## src/rtl/regfile_pkg.sv

```systemverilog
// Shared constants and types for the register-file writeback arbiter slice.
// Holds the register geometry, grant encoding and the queued writeback record.
package regfile_pkg;

  localparam int unsigned DATA_W   = 8;
  localparam int unsigned ADDR_W   = 3;
  localparam int unsigned NUM_REGS = 7;

  typedef enum logic [1:0] {
    GNT_NONE,
    GNT_MEM,
    GNT_ALU,
    GNT_ALU_FORCED
  } grant_t;

  typedef struct packed {
    logic [ADDR_W-1:0] rd;
    logic [DATA_W-1:0] data;
    logic              cond;
  } wb_req_t;

  // Indices at or above NUM_REGS have no backing register.
  function automatic logic is_mapped(input logic [ADDR_W-1:0] rd);
    return 32'(rd) < NUM_REGS;
  endfunction

endpackage

```

## src/rtl/wb_fifo.sv

```systemverilog
// Synchronous FIFO of writeback records (Depth a power of two, at least 2).
// Exposes every slot's rd plus a per-slot valid vector for hazard detection.
module wb_fifo
  import regfile_pkg::*;
#(
  parameter int unsigned Depth = 2
) (
  input  logic                    clk_i,
  input  logic                    rst_i,
  input  logic                    push_i,
  input  wb_req_t                 push_data_i,
  input  logic                    pop_i,
  output logic                    full_o,
  output logic                    empty_o,
  output wb_req_t                 head_o,
  output logic [Depth*ADDR_W-1:0] rds_o,
  output logic [Depth-1:0]        valid_o
);

  localparam int unsigned PtrW = $clog2(Depth);

  wb_req_t       mem_q [Depth];
  logic [PtrW:0] wr_ptr_q, rd_ptr_q;
  logic [PtrW:0] count;
  logic          do_push, do_pop;

  // Pointers carry one extra wrap bit so full and empty are distinguishable.
  assign count   = wr_ptr_q - rd_ptr_q;
  assign full_o  = (count == (PtrW + 1)'(Depth));
  assign empty_o = (count == '0);
  assign do_push = push_i && !full_o;
  assign do_pop  = pop_i && !empty_o;
  assign head_o  = mem_q[rd_ptr_q[PtrW-1:0]];

  always_ff @(posedge clk_i or posedge rst_i) begin
    if (rst_i) begin
      wr_ptr_q <= '0;
      rd_ptr_q <= '0;
    end else begin
      if (do_push) wr_ptr_q <= wr_ptr_q + 1'b1;
      if (do_pop)  rd_ptr_q <= rd_ptr_q + 1'b1;
    end
  end

  always_ff @(posedge clk_i) begin
    if (do_push) mem_q[wr_ptr_q[PtrW-1:0]] <= push_data_i;
  end

  always_comb begin
    rds_o   = '0;
    valid_o = '0;
    for (int unsigned i = 0; i < Depth; i++) begin
      rds_o[i*ADDR_W +: ADDR_W] = mem_q[i].rd;
      valid_o[i] = ({1'b0, PtrW'(i) - rd_ptr_q[PtrW-1:0]} < count);
    end
  end

endmodule

```

## src/rtl/regfile_wb_arbiter.sv

```systemverilog
// Arbitrates the single register-file write port between loads and queued ALU results.
// Loads win unless the ALU queue head has waited STARVE_LIMIT cycles.
module regfile_wb_arbiter
  import regfile_pkg::*;
#(
  parameter int unsigned FIFO_DEPTH   = 2,
  parameter int unsigned STARVE_LIMIT = 4
) (
  input  logic              clk,
  input  logic              rst,
  input  logic              alu_valid,
  input  logic [ADDR_W-1:0] alu_rd,
  input  logic [DATA_W-1:0] alu_data,
  input  logic              alu_cond,
  output logic              alu_ready,
  input  logic              mem_valid,
  input  logic [ADDR_W-1:0] mem_rd,
  input  logic [DATA_W-1:0] mem_data,
  output logic              mem_ready,
  input  logic [ADDR_W-1:0] rs1,
  input  logic [ADDR_W-1:0] rs2,
  output logic              hazard,
  output logic              rf_reg_write,
  output logic [ADDR_W-1:0] rf_rd,
  output logic [DATA_W-1:0] rf_write_data,
  output logic              rf_condition_bit,
  output logic              drop,
  output logic              idle
);

  localparam int unsigned     CntW      = $clog2(STARVE_LIMIT + 1);
  localparam logic [CntW-1:0] StarveMax = CntW'(STARVE_LIMIT);

  grant_t                       grant_q, grant_d;
  logic [CntW-1:0]              starve_q;
  logic                         cond_q;
  logic                         fifo_full, fifo_empty, fifo_pop;
  logic                         force_alu, mem_acc, mem_drop, alu_acc, alu_push, alu_drop;
  wb_req_t                      fifo_head, alu_req;
  logic [FIFO_DEPTH*ADDR_W-1:0] fifo_rds;
  logic [FIFO_DEPTH-1:0]        fifo_valid;

  assign alu_req = '{rd: alu_rd, data: alu_data, cond: alu_cond};

  wb_fifo #(
    .Depth (FIFO_DEPTH)
  ) u_fifo (
    .clk_i       (clk),
    .rst_i       (rst),
    .push_i      (alu_push),
    .push_data_i (alu_req),
    .pop_i       (fifo_pop),
    .full_o      (fifo_full),
    .empty_o     (fifo_empty),
    .head_o      (fifo_head),
    .rds_o       (fifo_rds),
    .valid_o     (fifo_valid)
  );

  always_comb begin
    force_alu = !fifo_empty && (starve_q == StarveMax);
    mem_ready = !force_alu;
    alu_ready = !fifo_full;
    mem_acc   = mem_valid && mem_ready;
    alu_acc   = alu_valid && alu_ready;
    mem_drop  = mem_acc && !is_mapped(mem_rd);
    alu_drop  = alu_acc && !is_mapped(alu_rd);
    alu_push  = alu_acc && is_mapped(alu_rd);

    grant_d  = GNT_NONE;
    fifo_pop = 1'b0;
    if (force_alu) begin
      grant_d  = GNT_ALU_FORCED;
      fifo_pop = 1'b1;
    end else if (mem_acc) begin
      // A dropped load still consumes the slot, so the ALU head waits.
      grant_d = mem_drop ? GNT_NONE : GNT_MEM;
    end else if (!fifo_empty) begin
      grant_d  = GNT_ALU;
      fifo_pop = 1'b1;
    end
  end

  always_ff @(posedge clk or posedge rst) begin
    if (rst) begin
      grant_q          <= GNT_NONE;
      starve_q         <= '0;
      cond_q           <= 1'b0;
      rf_rd            <= '0;
      rf_write_data    <= '0;
      rf_condition_bit <= 1'b0;
      drop             <= 1'b0;
    end else begin
      grant_q <= grant_d;
      drop    <= mem_drop || alu_drop;

      if (fifo_empty || fifo_pop) begin
        starve_q <= '0;
      end else if (starve_q != StarveMax) begin
        starve_q <= starve_q + 1'b1;
      end

      unique case (grant_d)
        GNT_MEM: begin
          rf_rd            <= mem_rd;
          rf_write_data    <= mem_data;
          rf_condition_bit <= cond_q;
        end
        GNT_ALU, GNT_ALU_FORCED: begin
          rf_rd            <= fifo_head.rd;
          rf_write_data    <= fifo_head.data;
          rf_condition_bit <= fifo_head.cond;
          cond_q           <= fifo_head.cond;
        end
        default: begin
          rf_rd            <= '0;
          rf_write_data    <= '0;
          rf_condition_bit <= 1'b0;
        end
      endcase
    end
  end

  assign rf_reg_write = (grant_q != GNT_NONE);
  assign idle         = fifo_empty && !rf_reg_write;

  always_comb begin
    hazard = rf_reg_write && ((rf_rd == rs1) || (rf_rd == rs2));
    for (int unsigned i = 0; i < FIFO_DEPTH; i++) begin
      if (fifo_valid[i] && ((fifo_rds[i*ADDR_W +: ADDR_W] == rs1) ||
                            (fifo_rds[i*ADDR_W +: ADDR_W] == rs2))) begin
        hazard = 1'b1;
      end
    end
  end

endmodule
```

## config.mk

```make
export PLATFORM = sky130hd
export DESIGN_NAME = regfile_wb_arbiter
export DESIGN_NICKNAME = d
export VERILOG_FILES = /design/src/rtl/regfile_pkg.sv /design/src/rtl/wb_fifo.sv /design/src/rtl/regfile_wb_arbiter.sv
export SDC_FILE = /design/constraint.sdc
export NUM_CORES = 1
export LEC_CHECK = 0
export ABC_AREA = 1
export CAP_MARGIN = 20
export CELL_PAD_IN_SITES_DETAIL_PLACEMENT = 2
export CELL_PAD_IN_SITES_GLOBAL_PLACEMENT = 2
export CORE_UTILIZATION = 30
export DETAILED_ROUTE_END_ITERATION = 7
export PLACE_DENSITY = 0.79
export RECOVER_POWER = 100
export SKIP_LAST_GASP = 1
export SLEW_MARGIN = 15
export SYNTH_ARGS = -nofsm -noshare
export SYNTH_HDL_FRONTEND = slang
export SYNTH_HIERARCHICAL = 1
export SYNTH_SLANG_ARGS = --single-unit
```

## constraint.sdc

```tcl
create_clock -name clk -period 2.3 [get_ports clk]
set_clock_uncertainty 0.05 [all_clocks]
set_input_delay 0.345 -clock clk [delete_from_list [all_inputs] [get_ports clk]]
set_output_delay 0.345 -clock clk [all_outputs]
set_load 0.1 [all_outputs]
```

==> impl_metrics.toml <==
[status]
status = "finished, final reports clean"

[setup_path]
crit_required_ns = 1.90
r2r_slack_ns = 0.23
cp_max_fo = 4
arrival_ns = 1.83
critPathKind = "register to output port"
cp-end-kind = "output port"
critPathLaunchType = "register"

[global_route]
grt_pass1_wl_um = 10600
grt_max_degree = 20
grt_usage = 0.170
overflow = 0
antenna_found_initial = 0
first_global_vias = 2124

[synth]
synth_warnings = 6
synth.mux.area_fraction = 0
synth_nets = 293
synth_xor_area_frac = 0.0446
synth_largest_area_cell = "edfxtp_1"
syn_area_um2 = 2360
synth_compound_area_frac = 0.0531
synthDominantCellAreaShare = 0.306
yosysSeqAreaShare = 0.550
synthCells = 255
synth_area_per_cell_um2 = 9.24
synthSimpleGateAreaFrac = 0.226
yosys_register_bits = 47
ys_types = 21
synth_area_leaders = "edfxtp_1 (31%), dfrtp_1 (24%), nand2_1 (15%)"
synth_fa_ha_area_frac = 0.0265
synth_top_family_by_area = "simple AND/OR/NAND/NOR gates"

[finish]
mostFrequentLayoutCell = "nand2_1"
fin_nets = 350
final_cell_mix = "nand2_1 (94), inv_1 (33), edfxtp_1 (24)"
fillers = 817
layout-drive-gt1-share = 0.198
antennaDiodeCount = 0
syn2layout_area_growth_pct = 32.4

[power]
fin_total_pwr_mw = 4.68
p_per_area_nw_per_um2 = 1500
intPower_mw = 2.30
p_leak_nw = 1.45
seqPwrFrac = 0.285
switching_share = 0.509
p_clk_frac = 0.136
p_comb_frac = 0.579
switchingPower_mw = 2.38
vdd_ir_drop_max_uv = 578

[floorplanning]
start_util = 0.318
io-pin-count = 51
core_um2 = 7410
num_rows = 31
fp.dieArea_um2 = 8220
fp.dieW_um = 90.6
die_h_um = 90.6

[cts]
clock_latency_ns = 0.30
cts_made_buffers = 5
cts_tree = "yes"
ctsHoldBuffers = 0
clkSlewWorstSetupHoldPaths_ns = 0.09
htree_levels = 2
clockBufferDepth = 2
clock-sinks = 47
clk_root_buffer_cell = "clkbuf_8"

[hold_path]
hold_path_class = "primary input to asynchronous set/reset pin"

[sta]
rsz0062_at_grt = "yes"
period_share = 0.967
max_freq_mhz = 450
hold_violations = 0
period_minus_slack_ns = 2.22
finalSetupViolCount = 0
relSlewSlack = 0.191
drv_slew = 0
setup_tns_ns = 0
tightest_slew_ns = 1.22

[placed_design]
place_hpwl_um = 4890
port_buffers = 50
gp_congestion = 0.768

[drt]
drtPass1Iterations = 4
avgRoutedWirePerCell_um = 15.9
via_count = 1857
ant_nets = 0
drt_iter0_markers = 58
wl_um = 6530
via_per_inst = 4.51
remaining_drc_errors = 0

[job]
drv_cap = 0
[cells in the mapped netlist, drive strengths merged]
| library cell | count |
|---|---|
| ha | 5 |
| inv | 42 |
| or2 | 2 |
| buf | 10 |
| nor2 | 5 |
| xnor2 | 11 |
| o21ai | 14 |
| edfxtp | 24 |
| dfrtp | 23 |
| nand2 | 99 |
| xor2 | 1 |
| nand3 | 18 |
| o22ai | 1 |
[layer usage]
metal	vias to the layer above	track usage	wire (µm)
li1	897	-	-
met2	41	0.335	3700
met1	914	0.187	2570
met5	-	0	0
met4	0	0.0363	44
met3	5	0.0303	209
[cell families after synthesis]
kind of cell,count (synthesis)
buffers and inverters,52
AOI/OAI and AO/OA,15
and+or+nand+nor,124
adders and majority gates,5
xor gates and xnor gates,12
DFF,47
[layout make-up]
type | count | area [µm²] | share of cell area
Multi-Input combinational cell | 156 | 868 | 0.278
Sequential cell | 47 | 1300 | 0.416
Clock inverter | 2 | 35.0 | 0.0112
Inverter | 42 | 165 | 0.0529
Clock buffer | 6 | 82.6 | 0.0265
Tap cell | 99 | 124 | 0.0397
Timing Repair Buffer | 60 | 547 | 0.175
[worst max-delay path, stage by stage (launching register included)]
cell,delay [ns]
dfrtp_2,0.45
buf_6,0.12
nand2_2,0.08
nand2_2,0.06
inv_1,0.06
ha_1,0.22
or2_4,0.23
nand2_2,0.06
nand3_2,0.08
buf_12,0.17
[timing repair]
item,in CTS,in global routing
pin swaps,2,0
gates resized for setup,4,5
setup buffers,4,2
endpoints found under the setup margin,1,15
[registers in the layout (all words and copies together) (netlist names)]
signal / count
u_fifo/mem_q: 24
rf_write_data: 8
rf_rd: 3
starve_q: 3
grant_q: 2
u_fifo/rd_ptr_q: 2
u_fifo/wr_ptr_q: 2
cond_q: 1
drop: 1
rf_condition_bit: 1
[stage by stage]
| stage | instances | hold WS [ns] | cell area [µm²] | worst slack, ns | utilization |
|---|---|---|---|---|---|
| CTS | 410 | 0.242 | 3130 | 0.0127 | 0.423 |
| finish | 412 | 0.369 | 3120 | 0.0769 | 0.421 |
| global route | 412 | 0.369 | 3120 | -0.0242 | 0.421 |
| global placement | 398 | 0.404 | 2980 | 0.264 | 0.402 |
| floorplan | 255 | 0.0610 | 2400 | -0.00479 | - |
| detailed placement | 398 | 0.421 | 2980 | 0.170 | 0.402 |
[power by group through the flow]
stage,Sequential [mW],Combinational (mW),Clock (mW)
after floorplan,1.91,1.37,0
after global placement,1.33,2.58,0
after detailed placement,1.35,2.66,0
after CTS,1.33,2.74,0.653
after global routing,1.37,2.91,0.689
final,1.33,2.71,0.638
[worst paths after layout]
| kind | start | end | depth (start not counted) |
|---|---|---|---|
| min in group clk | starve_q[0] | starve_q[0] | 1 |
| setup / recovery | u_fifo/wr_ptr_q[1] | hazard | 9 |
| hold reg to reg | starve_q[0] | starve_q[0] | 1 |
| setup reg to reg | u_fifo/wr_ptr_q[1] | u_fifo/mem_q[1][9] | 14 |
| hold / removal | rst | u_fifo/wr_ptr_q[1] | 2 |
| max in group asynchronous | rst | rf_rd[1] | 3 |
Power figures use the tool's default switching activity.
